`src/rtl/serial_addsub.sv`:
```
// Digit-serial adder/subtractor: DIGIT bits per clock, N = WIDTH/DIGIT cycles per operation.
// Results and flags are loaded only at the DONE transition and held until the next DONE.
module serial_addsub #(
  parameter int WIDTH = 8,
  parameter int DIGIT = 1
) (
  input  logic             clk,
  input  logic             nrst,
  input  logic             start,
  input  logic [WIDTH-1:0] a,
  input  logic [WIDTH-1:0] b,
  input  logic             sub,
  output logic             busy,
  output logic             done,
  output logic [WIDTH-1:0] s,
  output logic             cout,
  output logic             ovf,
  output logic             zero
);

  localparam int N  = WIDTH / DIGIT;
  localparam int CW = (N > 1) ? $clog2(N) : 1;

  typedef enum logic [1:0] {IDLE, RUN, DONE} state_t;

  state_t           state;
  logic [WIDTH-1:0] opa;
  logic [WIDTH-1:0] opb;
  logic [WIDTH-1:0] work;
  logic             carry;
  logic [CW-1:0]    cnt;

  logic [DIGIT:0]   sumd;
  logic [WIDTH-1:0] digext;
  logic [WIDTH-1:0] worknext;
  logic             cinmsb;
  logic             last;

  // Carry into the digit's top bit is recovered from the sum bit and the operand bits.
  always_comb begin
    sumd     = {1'b0, opa[DIGIT-1:0]} + {1'b0, opb[DIGIT-1:0]} + (DIGIT+1)'(carry);
    digext   = WIDTH'(sumd[DIGIT-1:0]);
    worknext = (work >> DIGIT) | (digext << (WIDTH - DIGIT));
    cinmsb   = sumd[DIGIT-1] ^ opa[DIGIT-1] ^ opb[DIGIT-1];
    last     = (cnt == CW'(N - 1));
  end

  always_ff @(posedge clk or negedge nrst) begin
    if (!nrst) begin
      state <= IDLE;
      opa   <= '0;
      opb   <= '0;
      work  <= '0;
      carry <= 1'b0;
      cnt   <= '0;
      busy  <= 1'b0;
      done  <= 1'b0;
      s     <= '0;
      cout  <= 1'b0;
      ovf   <= 1'b0;
      zero  <= 1'b0;
    end else begin
      case (state)
        RUN: begin
          opa   <= opa >> DIGIT;
          opb   <= opb >> DIGIT;
          carry <= sumd[DIGIT];
          work  <= worknext;
          cnt   <= cnt + CW'(1);
          if (last) begin
            state <= DONE;
            busy  <= 1'b0;
            done  <= 1'b1;
            s     <= worknext;
            cout  <= sumd[DIGIT];
            ovf   <= cinmsb ^ sumd[DIGIT];
            zero  <= (worknext == '0);
          end
        end
        default: begin
          done <= 1'b0;
          if (start) begin
            // Subtraction is a + ~b + 1, so the inverted b and carry-in come from sub.
            state <= RUN;
            busy  <= 1'b1;
            opa   <= a;
            opb   <= b ^ {WIDTH{sub}};
            carry <= sub;
            cnt   <= '0;
            work  <= '0;
          end else begin
            state <= IDLE;
          end
        end
      endcase
    end
  end

endmodule

```
`config.mk`:
```
export PLATFORM = sky130hd
export DESIGN_NAME = serial_addsub
export DESIGN_NICKNAME = d
export VERILOG_FILES = /design/src/rtl/serial_addsub.sv
export SDC_FILE = /design/constraint.sdc
export NUM_CORES = 1
export LEC_CHECK = 0
export BUFFER_PORTS_ARGS = -buffer_cell sky130_fd_sc_hd__buf_2
export CAP_MARGIN = 15
export CORE_MARGIN = 2
export CORE_UTILIZATION = 48
export CTS_BUF_LIST = sky130_fd_sc_hd__clkbuf_4
export DETAILED_ROUTE_END_ITERATION = 8
export HOLD_SLACK_MARGIN = 0.15
export PLACE_DENSITY = 0.7
export SLEW_MARGIN = 10
export SYNTH_ARGS = -nofsm -noshare
export SYNTH_HDL_FRONTEND = slang
export SYNTH_SLANG_ARGS = --single-unit
```
`constraint.sdc`:
```
create_clock -name clk -period 3.9 [get_ports clk]
set_input_delay 0.78 -clock clk [delete_from_list [all_inputs] [get_ports clk]]
set_output_delay 0.78 -clock clk [all_outputs]
set_load 0.05 [all_outputs]
```
==> impl_results.md <==
* Setup TNS Final at 0 ps
* Hold Crit Start: ovf$_DFFE_PN0P_
* Synth cell types at 24
* Num rows at 23
* Drt initial violations at 46
* Reg-to-reg critical path startpoint: state[1]$_DFFE_PN0P_
* Synth area leader: dfrtp_1
* Area Growth Syn to Fin at 9.48%
* Main synth FF type: dfrtp_1
* Syn nets at 189
* DIE AREA at 4570 µm²
* Clock network fraction of total power at 12.3%
* Gate power share at 46.0%
* Seq cells post-synth at 41
* Number of flops mapped to enable cells by yosys at 0
* Fmax achieved at 522 MHz
* Cts hold-fix bufs at 0
* Crit path DAT at 2150 ps
* Switching Fraction at 43.0%
* Final worst path period need at 1920 ps
* Vias in the first global route at 1243
* Crit. End Element: register
* CTS tree: built
* Ports at 33
* Initial core utilization at 49.2%
* Layout Skew at 9.37 ps
* Yosys top cell area share at 52.9%
* WL/cell at 13.0 µm
* Worst slew margin at 37.8%
* Clock buffer count from CTS at 5
* GRT Util Overall at 16.4%
* Core ar. at 3940 µm²
* Yosys warning total at 0
* DP HPWL at 2.31 mm
* Final setup violation count at 0
* H-tree levels at 2
* DIE HEIGHT at 67.6 µm
* Outcome: completed
* Vias per cell at 5.02
* Tcrit/Tclk final at 49.2%
* Hold Crit Class: register to register
* Worst-path clk slew at 110 ps
* Net load switching power at 0.755 mW
* Largest net degree at the start of global routing at 42
* RR Endpoint: busy$_DFFE_PN0P_
* Int Pwr at 1.00 mW
* Mapped Cells at 166
* Max FO, Critical Path at 33
* Unrepaired setup endpoints after global routing: false
* First-pass GRT wire length at 5.51 mm
* Slew @ Worst Pin at 934 ps
* Ratio of cells with drive above 1 in the final layout at 27.6%
* Sequential element share of the synthesized area at 52.9%
* CTS Buffer Depth at 2
* Worst skew pair latency at 330 ps
* Seq pwr share at 41.7%
* Routed vias at 1234
* Kind of critical path: register to register
* Hold Path Cell Cnt at 2
* Gpl congestion at 0.697
* Total power at 1.76 mW
* Post-CTS Setup Inserts at 0
* DRT Wirelength at 3.19 mm
* Port bufs at 32
* First-pass detailed-route iteration total at 4
* Worst Hold Path EP: ovf$_DFFE_PN0P_
* CTS Sinks at 41
* Internal reg-to-reg setup slack at 1980 ps
* Asr flop ratio synth at 100%
* Reg2reg path depth at 4
* Syn Area/Cell at 11.7 µm²
* Total of max-cap violations at 0
* Place WS at 1970 ps
* Grt total ovfl at 0
* Initial antenna violation count at 0
* Fin. Hold Viols at 0
* Post-Syn Area at 1940 µm²
* Power per cell area at 828 nW/µm²
* Root buffer selected by CTS: clkbuf_4
* Final #Nets at 218
* Max-slew violations at 0
* Die width at 67.6 µm
* Residual DRC at 0
* Top cells by area, synth: dfrtp_1 (53%), mux2i_1 (8.3%), o21ai_1 (6.2%)
* Worst VDD drop at 0.343 mV
* Pleak at 1.06 nW
* PnR worst setup slack at 1980 ps
* Antenna-violating nets left at 0
* Worst setup SP type: register
* Final Core Density at 53.9%
* Post-cts sizing count at 0
* Worst EP required at 4130 ps
* Ant. Diodes at 0
area by class of cell:
type	instances	area [µm²]
Multi-Input combinational cell	113	805
Tap cell	50	62.6
Timing Repair Buffer	33	168
Fill cell	338	1820
Inverter	1	3.75
Clock buffer	8	60.1
Sequential cell	41	1030
state kept, by name, indices dropped and copies added (netlist names):
register / count
work: 7
state: 2
s: 8
carry: 1
busy: 1
zero: 1
cnt: 3
ovf: 1
cout: 1
opb: 8
opa: 8
metal layers:
metal,track usage (%),up-vias,share of wire (%),wire (µm)
li1,-,610,-,-
met1,19.4,592,43,1370
met2,27.9,26,50,1600
met3,4.83,6,5.1,164
met4,6.12,0,1.5,49
met5,0,-,0,0
critical path, stage by stage, from the launching register on:
cell	delay, ps
dfrtp_1	400
and2b_1	820
buf_4	370
nor2b_1	70
o21a_1	160
per-stage QoR:
stage	instances	hold WS [ps]	instance area, µm²
detailed placement	238	469	2060
finish	246	488	2120
floorplan	166	454	1940
global placement	238	461	2060
global route	246	514	2120
CTS	246	496	2120
cells by family after synthesis:
family / Yosys count / share of synthesized area [%]
compound gates: 28 / 7.74
xor+xnor: 11 / 4.96
fa+ha+maj: 3 / 2.32
buf+inv: 12 / 5.67
flops: 41 / 52.9
mux: 26 / 15.0
simple gates: 45 / 11.4
power by group through the flow:
| stage | registers [mW] | clock network (mW) | logic (mW) |
|---|---|---|---|
| 3_5_place_dp | 0.744 | 0 | 0.823 |
| 5_1_grt | 0.757 | 0.247 | 0.896 |
| 6_report | 0.734 | 0.215 | 0.809 |
| 2_1_floorplan | 0.914 | 0 | 0.540 |
| 4_1_cts | 0.735 | 0.226 | 0.823 |
| 3_3_place_gp | 0.729 | 0 | 0.790 |
synth_stat cells (all sizes together) (2+ instances only):
cell    number
nor4         2
mux2i       16
xnor2        4
dfrtp       41
nand2b       9
xor2         7
o21ai       26
nand2       27
ha           2
nor2         4
mux2        10
buf         11
how the worst max path moves through the flow:
stage / from / to / slack, ps / cells past startpoint
after floorplan: opa[0]$_DFFE_PN0P_ / ovf$_DFFE_PN0P_ / 2440 / 4
after global placement: state[1]$_DFFE_PN0P_ / busy$_DFFE_PN0P_ / 2050 / 4
after detailed placement: state[1]$_DFFE_PN0P_ / busy$_DFFE_PN0P_ / 1970 / 4
after CTS: state[1]$_DFFE_PN0P_ / busy$_DFFE_PN0P_ / 1960 / 4
after global routing: state[1]$_DFFE_PN0P_ / busy$_DFFE_PN0P_ / 1810 / 4
final: state[1]$_DFFE_PN0P_ / busy$_DFFE_PN0P_ / 1980 / 4
placed cells by master (no fill, tap or decap):
master    synthesis  final
a211oi_2          1      1
and2b_1           1      1
buf_2             1     32
buf_4             3      1
clkbuf_4          0      8
dfrtp_1          41     41
fa_1              1      1
ha_1              2      2
inv_1             1      1
mux2_2            5      5
mux2_4            5      5
mux2i_1          16     16
nand2_1          27     27
nand2b_1          9      9
nand3b_4          1      1
nor2_1            3      3
nor2_2            1      1
nor2b_1           1      1
nor4_1            2      2
o21a_1            1      1
o21ai_0           2      2
o21ai_1          24     24
xnor2_1           4      4
xor2_1            7      7
Power figures use the tool's default switching activity.
